[src/rtl/serial_add_ctrl.sv]
// Bit-serial adder: one fulladder evaluated per clock, LSB first, under a
// three-state IDLE/RUN/DONE controller with registered sum and carry-out.

module fulladder (
  input  logic a,
  input  logic b,
  input  logic c_in,
  output logic sum,
  output logic c_out
);
  assign sum   = a ^ b ^ c_in;
  assign c_out = (a & b) | (c_in & (a ^ b));
endmodule

module serial_add_ctrl #(
  parameter int WIDTH = 8
) (
  input  logic             clk,
  input  logic             rst,
  input  logic             start,
  input  logic [WIDTH-1:0] a,
  input  logic [WIDTH-1:0] b,
  input  logic             c_in,
  output logic             busy,
  output logic             done,
  output logic [WIDTH-1:0] sum,
  output logic             c_out
);
  localparam int CW = (WIDTH > 1) ? $clog2(WIDTH) : 1;

  typedef enum logic [1:0] {
    IDLE = 2'd0,
    RUN  = 2'd1,
    DONE = 2'd2
  } state_t;

  state_t           state, state_nx;
  logic [WIDTH-1:0] opa, opb, acc, acc_nx;
  logic             carry;
  logic [CW-1:0]    cnt;
  logic             fa_sum, fa_cout;
  logic             last;

  fulladder u_fa (
    .a     (opa[0]),
    .b     (opb[0]),
    .c_in  (carry),
    .sum   (fa_sum),
    .c_out (fa_cout)
  );

  assign last = (cnt == CW'(WIDTH - 1));
  // Sum bit enters at the MSB; after WIDTH shifts bit 0 lands at the LSB.
  assign acc_nx = WIDTH'({fa_sum, acc} >> 1);

  always_comb begin
    state_nx = state;
    case (state)
      IDLE:    if (start) state_nx = RUN;
      RUN:     if (last) state_nx = DONE;
      DONE:    state_nx = IDLE;
      default: state_nx = IDLE;
    endcase
  end

  always_ff @(posedge clk) begin
    if (rst) state <= IDLE;
    else     state <= state_nx;
  end

  always_ff @(posedge clk) begin
    if (rst) begin
      opa   <= '0;
      opb   <= '0;
      acc   <= '0;
      carry <= 1'b0;
      cnt   <= '0;
      sum   <= '0;
      c_out <= 1'b0;
    end else begin
      case (state)
        IDLE: begin
          if (start) begin
            opa   <= a;
            opb   <= b;
            carry <= c_in;
            cnt   <= '0;
          end
        end
        RUN: begin
          acc   <= acc_nx;
          carry <= fa_cout;
          opa   <= opa >> 1;
          opb   <= opb >> 1;
          cnt   <= cnt + CW'(1);
          if (last) begin
            sum   <= acc_nx;
            c_out <= fa_cout;
          end
        end
        default: ;
      endcase
    end
  end

  assign busy = (state == RUN);
  assign done = (state == DONE);
endmodule

[config.mk]
export PLATFORM = sky130hd
export DESIGN_NAME = serial_add_ctrl
export DESIGN_NICKNAME = d
export VERILOG_FILES = /design/src/rtl/serial_add_ctrl.sv
export SDC_FILE = /design/constraint.sdc
export NUM_CORES = 1
export LEC_CHECK = 0
export ABC_AREA = 1
export CORE_UTILIZATION = 35
export CTS_CLUSTER_DIAMETER = 60
export DETAILED_ROUTE_END_ITERATION = 8
export DONT_BUFFER_PORTS = 1
export PLACE_DENSITY = 0.61
export REMOVE_ABC_BUFFERS = 1
export SYNTH_ARGS = -nofsm -noshare
export SYNTH_HDL_FRONTEND = slang
export SYNTH_HIERARCHICAL = 1
export SYNTH_SLANG_ARGS = --single-unit
[constraint.sdc]
create_clock -name clk -period 1.6 [get_ports clk]
set_input_delay 0.24 -clock clk [delete_from_list [all_inputs] [get_ports clk]]
set_output_delay 0.24 -clock clk [all_outputs]
set_load 0.05 [all_outputs]
==> metrics.md <==
| Metric | Value |
|---|---|
| Clock network fraction of total power | 38.5% |
| Fmax | 681.4 MHz |
| Die Ht | 72.32 um |
| Area of the die | 5229 um2 |
| Layout cells sized above 1 | 8.271% |
| Kind of critical path | flip-flop to output pin |
| Total gr overflow | 0 |
| Slew @ Worst Pin | 0.5481 ns |
| Min Tclk post-route | 1.467 ns |
| Net switching power figure | 0.5402 mW |
| Ant. Diodes | 0 |
| Crit path capture | busy |
| Maxcap violations | 0 |
| Worst slack, placed | 0.2870 ns |
| Critical path data arrival time | 1.23 ns |
| 1st-iter DRT viols | 80 |
| H-tree levels | 2 |
| # nets final | 288 |
| Register area share after synthesis | 43.96% |
| Status | finished, final reports clean |
| Max transition margin | 63.41% |
| Post-CTS setup buffer count | 0 |
| Final Hold Fails | 0 |
| Vias per cell | 4.339 |
| Setup tns final | 0 ns |
| Clock sink count | 38 |
| Synth Register Bits | 38 |
| CTS tree | yes |
| Num CTS Buffers | 5 |
| Comb power frac | 12.0% |
| Root Driver | clkbuf_8 |
| Worst r2r src | state[1] |
| Max clock buf depth | 2 |
| Crit path launch type | flip-flop |
| Die width | 72.32 um |
| GP Congestion | 0.7298 |
| Final Max Slew Viols | 0 |
| Leak | 0.9479 nW |
| Worst-Skew Late Latency | 0.30 ns |
| Tot Pwr | 2.102 mW |
| Maximum vdd drop | 0.4165 mV |
| Starting Density | 36.39% |
| Cell Rows | 25 |
| GRT Util Overall | 14.26% |
| Worst-path clk slew | 0.07 ns |
| Via Count | 1,445 |
| Total Wirelength | 3.372 mm |
| Ys Warns | 6 |
| Setup Skew | 0.007254 ns |
| Worst R2R End | opa[5] |
| Largest net degree at the start of global routing | 30 |
| Final non-filler cell total | 333 |
| Core Region | 4755 um2 |
| Share of power burned in registers | 49.5% |
| First-pass GRT wire length | 5.720 mm |
| Routed Antenna Nets | 0 |
| Maximum fanout along the worst path | 12 |
| Critical Path RT | 1.36 ns |
| Vias in the first global route | 1,300 |
| Avg WL per Cell | 10.13 um |
| Crit end category | output pin |
| Sw Share | 25.70% |
| Final setup viols | 0 |
| RSZ-0062 raised after global routing | false |
| Worst setup startpoint | state[0] |
| Post-DP HPWL | 2.204 mm |
| Cell Pwr Density | 1091 nW/um2 |
| Dpl cells | 324 |
| Syn avg cell area | 6.605 um2 |
| Pre-antenna DRT Iters | 4 |
| Worst reg-to-reg path cell count | 6 |
| Initial antenna violation count | 0 |
| Port Buf Inserts | 0 |
| Final period utilization | 91.72% |
| Layout area overhead | 11.35% |
| Mapped Area | 1730 um2 |
| Remaining DRCs | 0 |
| Min-delay worst type | primary input to flip-flop |
| Yosys cell types | 18 |
| Worst R2R Setup Slack | 0.28 ns |
| Top Ports | 31 |
| Cell Int Power | 1.562 mW |
| Synth Instances | 262 |
| Worst Setup Slack, final | 0.1325 ns |
## worst max-delay path: stages (launching register included)
cell	delay, ns
dfxtp_1	0.45
inv_1	0.08
nor2_2	0.12
buf_4	0.29
## synth_stat cells
library cell  count  area [um2]
nand2_1          86       322.8
fa_1              1       20.02
nor2_1           58       217.7
buf_6             2       22.52
nor2_2            2       12.51
a21oi_1           5       25.02
ha_1              2       25.02
buf_1             1       3.750
dfxtp_1          38       760.7
clkbuf_1          2       7.510
inv_2             1       3.750
buf_2             6       30.03
nand2_2           2       12.51
inv_1            24       90.09
o21ai_0           8       40.04
o21ai_4           1       16.27
nand3_1          21       105.1
buf_4             2       15.01
## how the worst min path moves through the flow
stage	start	end	slack, ns	depth (start not counted)
final	rst	cnt[2]	0.007	1
after global routing	rst	cnt[2]	0.002	1
after CTS	rst	opa[7]	0.001	1
after detailed placement	rst	state[0]	0.31	1
after global placement	rst	opa[7]	0.31	1
after floorplan	rst	cnt[1]	0.31	1
## metrics by stage
step	instance area (um2)	hold slack, ns	utilization, %
2_1_floorplan	1652	0.3091	-
3_3_place_gp	1808	0.3098	38.03
3_5_place_dp	1808	0.3125	38.03
4_1_cts	1917	0.001039	40.32
5_1_grt	1927	0.001525	40.53
6_report	1927	0.006748	40.53
## power groups by stage
stage / Clock [mW] / Combinational (mW) / Sequential (mW)
floorplan: 0 / 0.185 / 1.06
global placement: 0 / 0.250 / 1.06
detailed placement: 0 / 0.252 / 1.06
CTS: 0.823 / 0.253 / 1.04
global route: 0.862 / 0.295 / 1.05
finish: 0.808 / 0.252 / 1.04
## registers in the layout, indices dropped and copies added, names as in the netlist
signal and count:
state 2, opa 8, acc 7, carry 1, sum 8, opb 8, c_out 1, cnt 3
## kinds of logic after synthesis
group	share of synthesized area [%]
AO/OA/AOI/OAI	4.700
adder cells (fa/ha/maj)	2.603
buffers and inverters	9.978
flip-flops	43.96
AND/OR/NAND/NOR	38.76
## metal layers
layer,wire length [um],vias to the layer above,GRT usage [%]
met3,136,5,5.139
met2,1445,23,21.70
met4,56,0,6.536
met5,0,-,0
li1,-,800,-
met1,1733,617,18.02
## repair_timing
action                                  in CTS  in global routing
gates resized for setup                      0                  0
endpoints found under the setup margin       0                  0
hold buffers                                 0                  1
endpoints found under the hold margin        0                  3
## final cells by class
| type | count | area [um2] |
|---|---|---|
| multi-input combinational | 186 | 797.0 |
| inverter | 25 | 93.84 |
| fill | 522 | 2828 |
| clock inverter | 3 | 40.04 |
| tap | 67 | 83.83 |
| timing repair buffer | 9 | 82.58 |
| sequential | 38 | 760.7 |
| clock buffer | 5 | 68.82 |
## layout by cell type, fill, tap and decap left out, drive strengths merged
cell and count:
nand3 21, dlygate4sd3 1, clkbuf 5, a21oi 5, buf 8, o21ai 9
nand2 88, inv 25, bufinv 1, dfxtp 38, ha 2, nor2 60
clkinv 2, fa 1
Power figures use the tool's default switching activity.
